==> src/rtl/alu_arbiter.sv <==
// Two-port round-robin front end for one shared combinational alu.
// Operands are registered toward the alu; multiply ops get MUL_WAIT extra settle cycles.
module alu_arbiter #(
  parameter int WIDTH    = 32,
  parameter int MUL_WAIT = 2
) (
  input  logic             clk,
  input  logic             rst_n,
  input  logic             req0_valid,
  output logic             req0_ready,
  input  logic [WIDTH-1:0] req0_a,
  input  logic [WIDTH-1:0] req0_b,
  input  logic [5:0]       req0_alufn,
  input  logic             req1_valid,
  output logic             req1_ready,
  input  logic [WIDTH-1:0] req1_a,
  input  logic [WIDTH-1:0] req1_b,
  input  logic [5:0]       req1_alufn,
  output logic [WIDTH-1:0] alu_a,
  output logic [WIDTH-1:0] alu_b,
  output logic [5:0]       alu_alufn,
  input  logic [WIDTH-1:0] alu_out,
  input  logic             alu_z,
  input  logic             alu_n,
  input  logic             alu_v,
  output logic             rsp_valid,
  input  logic             rsp_ready,
  output logic             rsp_id,
  output logic [WIDTH-1:0] rsp_out,
  output logic             rsp_z,
  output logic             rsp_n,
  output logic             rsp_v,
  output logic             busy
);

  typedef enum logic [1:0] {IDLE, EXEC, RESP} state_t;

  localparam logic [3:0] MUL_CNT = 4'(MUL_WAIT);

  state_t     state;
  logic       ptr;
  logic       op_id;
  logic [3:0] cnt;

  logic       grant0;
  logic       grant1;
  logic [5:0] sel_fn;
  logic       sel_mul;

  // Pointer only matters when both requesters contend.
  assign grant0  = req0_valid & (~req1_valid | ~ptr);
  assign grant1  = req1_valid & (~req0_valid |  ptr);
  assign req0_ready = (state == IDLE) & grant0;
  assign req1_ready = (state == IDLE) & grant1;

  assign sel_fn  = grant1 ? req1_alufn : req0_alufn;
  assign sel_mul = (sel_fn[5:4] == 2'b00) & sel_fn[1];

  always_ff @(posedge clk or negedge rst_n) begin
    if (!rst_n) begin
      state     <= IDLE;
      ptr       <= 1'b0;
      op_id     <= 1'b0;
      cnt       <= 4'd0;
      alu_a     <= '0;
      alu_b     <= '0;
      alu_alufn <= '0;
      rsp_valid <= 1'b0;
      rsp_id    <= 1'b0;
      rsp_out   <= '0;
      rsp_z     <= 1'b0;
      rsp_n     <= 1'b0;
      rsp_v     <= 1'b0;
      busy      <= 1'b0;
    end else begin
      case (state)
        IDLE: begin
          if (grant0 | grant1) begin
            alu_a     <= grant1 ? req1_a : req0_a;
            alu_b     <= grant1 ? req1_b : req0_b;
            alu_alufn <= sel_fn;
            op_id     <= grant1;
            ptr       <= ~grant1;
            cnt       <= sel_mul ? MUL_CNT : 4'd0;
            busy      <= 1'b1;
            state     <= EXEC;
          end
        end
        EXEC: begin
          if (cnt != 4'd0) begin
            cnt <= cnt - 4'd1;
          end else begin
            rsp_out   <= alu_out;
            rsp_z     <= alu_z;
            rsp_n     <= alu_n;
            rsp_v     <= alu_v;
            rsp_id    <= op_id;
            rsp_valid <= 1'b1;
            state     <= RESP;
          end
        end
        RESP: begin
          if (rsp_ready) begin
            rsp_valid <= 1'b0;
            busy      <= 1'b0;
            state     <= IDLE;
          end
        end
        default: state <= IDLE;
      endcase
    end
  end

endmodule

==> config.mk <==
export PLATFORM = sky130hd
export DESIGN_NAME = alu_arbiter
export DESIGN_NICKNAME = d
export VERILOG_FILES = /design/src/rtl/alu_arbiter.sv
export SDC_FILE = /design/constraint.sdc
export NUM_CORES = 1
export LEC_CHECK = 0
export CAP_MARGIN = 20
export CELL_PAD_IN_SITES_DETAIL_PLACEMENT = 0
export CELL_PAD_IN_SITES_GLOBAL_PLACEMENT = 1
export CORE_AREA = 2 2 135 137
export CTS_CLUSTER_SIZE = 20
export DETAILED_ROUTE_END_ITERATION = 8
export DIE_AREA = 0 0 137 139
export GPL_TIMING_DRIVEN = 0
export HOLD_SLACK_MARGIN = 0.05
export PLACE_DENSITY = 0.84
export SYNTH_ARGS = -nofsm -noshare
export SYNTH_HDL_FRONTEND = slang
export SYNTH_SLANG_ARGS = --single-unit
==> constraint.sdc <==
create_clock -name clk -period 2.3 [get_ports clk]
set_input_delay 0.345 -clock clk [delete_from_list [all_inputs] [get_ports clk]]
set_output_delay 0.345 -clock clk [all_outputs]
set_load 0.05 [all_outputs]
==> flow_metrics.env <==
export IMPL_synth_ff_type="dfrtp_1"
export IMPL_arrival_ns=1.86
export IMPL_ant_nets=0
export IMPL_cts_tree="built"
export IMPL_die_h_um=139
export IMPL_synth_area_leaders="dfrtp_1, mux2_4, a221o_1, mux2i_1, and2_1"
export IMPL_cts_sinks=116
export IMPL_status="finished clean"
export IMPL_setup_violations_final=0
export IMPL_instances_no_fill=942
export IMPL_maxSlewHeadroom_pct=60.8
export IMPL_cellLeakagePower_nw=3.94
export IMPL_start_util_pct=28.6
export IMPL_area_growth_pct=77.3
export IMPL_layout_nets=882
export IMPL_grt_start_max_net_pins=77
export IMPL_finalWeightedCongestion=0.769
export IMPL_wl_per_cell_um=16.8
export IMPL_synthSimpleGateAreaFrac_pct=9.46
export IMPL_ys_seq_area_share_pct=57.6
export IMPL_yosysTopAreaCellShare_pct=57.6
export IMPL_cp_max_fo=10
export IMPL_totalWireLength_um=15800
export IMPL_cp_slowest_cell="clkdlybuf4s50_1"
export IMPL_core_sq_mm=0.0177
export IMPL_ys_ff_latch=116
export IMPL_via_count=4331
export IMPL_clkLatencyLatePin_ns=0.41
export IMPL_cts_buffer_depth=2
export IMPL_layout_drive_gt1_share_pct=12.5
export IMPL_cts_buffers=17
export IMPL_synth_area_sq_mm=0.00504
export IMPL_synthCells=390
export IMPL_ys_warn_count=0
export IMPL_r2r_end="rsp_out[2]"
export IMPL_first_iter_violations=114
export IMPL_grtUsageTotal_pct=16.8
export IMPL_cp_required_ns=1.96
export IMPL_synth_common_cells="dfrtp_1, nand2_1, a221o_1, and2_1"
export IMPL_drc=0
export IMPL_clk_pin_slew_ns=0.05
export IMPL_crit_type="in2out"
export IMPL_fin_crit_sh_pct=95.7
export IMPL_skew_ns=0.0117
export IMPL_crit_chain="clkdlybuf4s50_1 -> o21ai_4 -> nor3_4 -> buf_4 -> clkbuf_4"
export IMPL_synthMuxAreaShare_pct=17.3
export IMPL_p_seq_share_pct=24.8
export IMPL_synth_fp_nets=572
export IMPL_peakVddDrop_v=0.000773
export IMPL_fin_setup_tns_ns=0
export IMPL_worstSetupEndpointType="output port"
export IMPL_die_area_sq_mm=0.0190
export IMPL_rows=49
export IMPL_powerDensity_mw_per_mm2=1650
export IMPL_overflow=0
export IMPL_io_pins=290
export IMPL_ctsHtreeMaxLevel=4
export IMPL_power_frac_clock_pct=19.7
export IMPL_slew_viol_final=0
export IMPL_switching_share_pct=44.7
export IMPL_synth_top_family_by_area="multiplexers"
export IMPL_async_reset_ff_share_pct=100
export IMPL_firstDrtPassIters=4
export IMPL_tightestPinTransition_ns=0.586
export IMPL_hold_class="in2async"
export IMPL_yosysMostFrequentCell="dfrtp_1"
export IMPL_antenna_found_initial=0
export IMPL_switching_power_mw=6.60
export IMPL_rsz0062_at_grt="false"
export IMPL_critPathMaxStageDelay_ns=0.61
export IMPL_rr_startpoint="cnt[0]"
export IMPL_avgSynthCellArea_sq_um=12.9
export IMPL_synth_edff_count=0
export IMPL_synth_largest_area_cell="dfrtp_1"
export IMPL_p_int_mw=8.16
export IMPL_netlist_cell_type_count=27
export IMPL_die_w_um=137
export IMPL_finalHoldViolCount=0
export IMPL_synth_compound_area_share_pct=12.1
export IMPL_synth_xor_area_share_pct=0
export IMPL_rrSetupSlack_ns=0.38
export IMPL_dpl_hpwl_um=12200
export IMPL_root_buffer="clkbuf_16"
export IMPL_start_kind="input port"
export IMPL_synthAdderAreaFrac_pct=0.496
export IMPL_combinationalPowerShare_pct=55.5
export IMPL_grt_pass1_wl_um=24900
export IMPL_cap_viol_max_count=0
export IMPL_rr_worst_depth=7
export IMPL_port_buffers=289
export IMPL_viasPerCell=4.60
export IMPL_dpl_cell_count=909
export IMPL_max_freq_mhz=454
export IMPL_antenna_cells=0
export IMPL_layout_min_cycle_time_ns=2.20
export IMPL_grt_pass1_vias=4729
==> per-stage QoR <==
stage | total power, mW | hold slack [ns] | utilization [%] | instance area (sq um) | worst slack [ns]
after global placement | 11.8 | 0.461 | 46.6 | 8220 | -3.63
final | 14.8 | 0.423 | 50.6 | 8940 | 0.0992
after detailed placement | 11.9 | 0.292 | 46.7 | 8250 | -0.800
after global routing | 15.5 | 0.432 | 50.6 | 8940 | 0.0200
after CTS | 14.9 | 0.427 | 50.6 | 8930 | 0.00740
after floorplan | 8.97 | 0.0494 | - | 5040 | 0.539
==> placed cells by master, fill, tap and decap left out, drive strengths merged <==
| cell | instances |
|---|---|
| nor3b | 2 |
| a2111oi | 1 |
| mux2i | 36 |
| clkbuf | 36 |
| a221o | 38 |
| nand3b | 1 |
| clkinvlp | 1 |
| inv | 7 |
| a21o | 1 |
| dfrtp | 116 |
| clkdlybuf4s50 | 286 |
| and2 | 38 |
| clkinv | 5 |
| nand2b | 1 |
| o21ai | 38 |
| or4 | 1 |
| buf | 14 |
| o221ai | 1 |
| nand2 | 40 |
| nand3 | 1 |
| or3b | 1 |
| nor2 | 3 |
| nor3 | 1 |
| ha | 2 |
| bufinv | 5 |
| dlygate4sd3 | 1 |
| mux2 | 36 |
==> power groups by stage <==
| stage | Sequential, mW | Clock [mW] | Combinational (mW) |
|---|---|---|---|
| 2_1_floorplan | 6.87 | 0 | 2.11 |
| 3_3_place_gp | 3.63 | 0 | 8.13 |
| 3_5_place_dp | 3.66 | 0 | 8.24 |
| 4_1_cts | 3.67 | 2.97 | 8.28 |
| 5_1_grt | 3.79 | 3.09 | 8.60 |
| 6_report | 3.67 | 2.90 | 8.19 |
==> area by class of cell <==
cell class                      count  area [sq um]
Timing Repair Buffer              291          2930
Buffer                             26           140
Clock inverter                     12           203
Inverter                            6          22.5
Tap cell                          229           287
Multi-Input combinational cell    242          2010
Sequential cell                   116          2900
Clock buffer                       20           447
Fill cell                        1524          8720
==> how the worst max path moves through the flow <==
stage | slack (ns) | start | end | depth (start not counted)
2_1_floorplan | 0.54 | state[0] | req1_ready | 3
3_3_place_gp | -3.63 | rst_n | alu_a[23] | 1
3_5_place_dp | -0.80 | req1_valid | req1_ready | 5
4_1_cts | 0.007 | req1_valid | req1_ready | 5
5_1_grt | 0.02 | state[0] | req0_ready | 4
6_report | 0.1 | req1_valid | req1_ready | 5
==> cells by family after synthesis <==
| kind of cell | Yosys count |
|---|---|
| AOI/OAI and AO/OA | 79 |
| adders and majority gates | 2 |
| buffers and inverters | 32 |
| DFF | 116 |
| muxes | 72 |
| and+or+nand+nor | 89 |
==> state kept, by name, indices dropped and copies added, names as in the netlist, 2 cells and up <==
signal	flops
alu_alufn	6
rsp_out	32
alu_b	32
alu_a	32
cnt	4
state	2
==> critical path: cells and delay by family <==
kind                   cells  cell delay, ns
buffers and inverters      3            1.09
and+or+nand+nor            1            0.24
AOI/OAI and AO/OA          1            0.18
==> routing by layer <==
layer  up-vias  wire length (um)  share of wire, %  GRT usage, %
met4         0               343               2.2          6.24
li1       2026                 -                 -             -
met1      2102              6410                41          19.8
met5         -                 0                 0             0
met2       180              7980                51          28.8
met3        23              1070               6.8          4.97
==> timing repair <==
item,in CTS,in global routing
buffers inserted,0,0
setup endpoints to repair,2,2
cloned,0,0
pin swaps,0,1
gates resized for setup,16,4
endpoints found under the hold margin,40,0
hold buffers,1,0
Power figures use the tool's default switching activity.
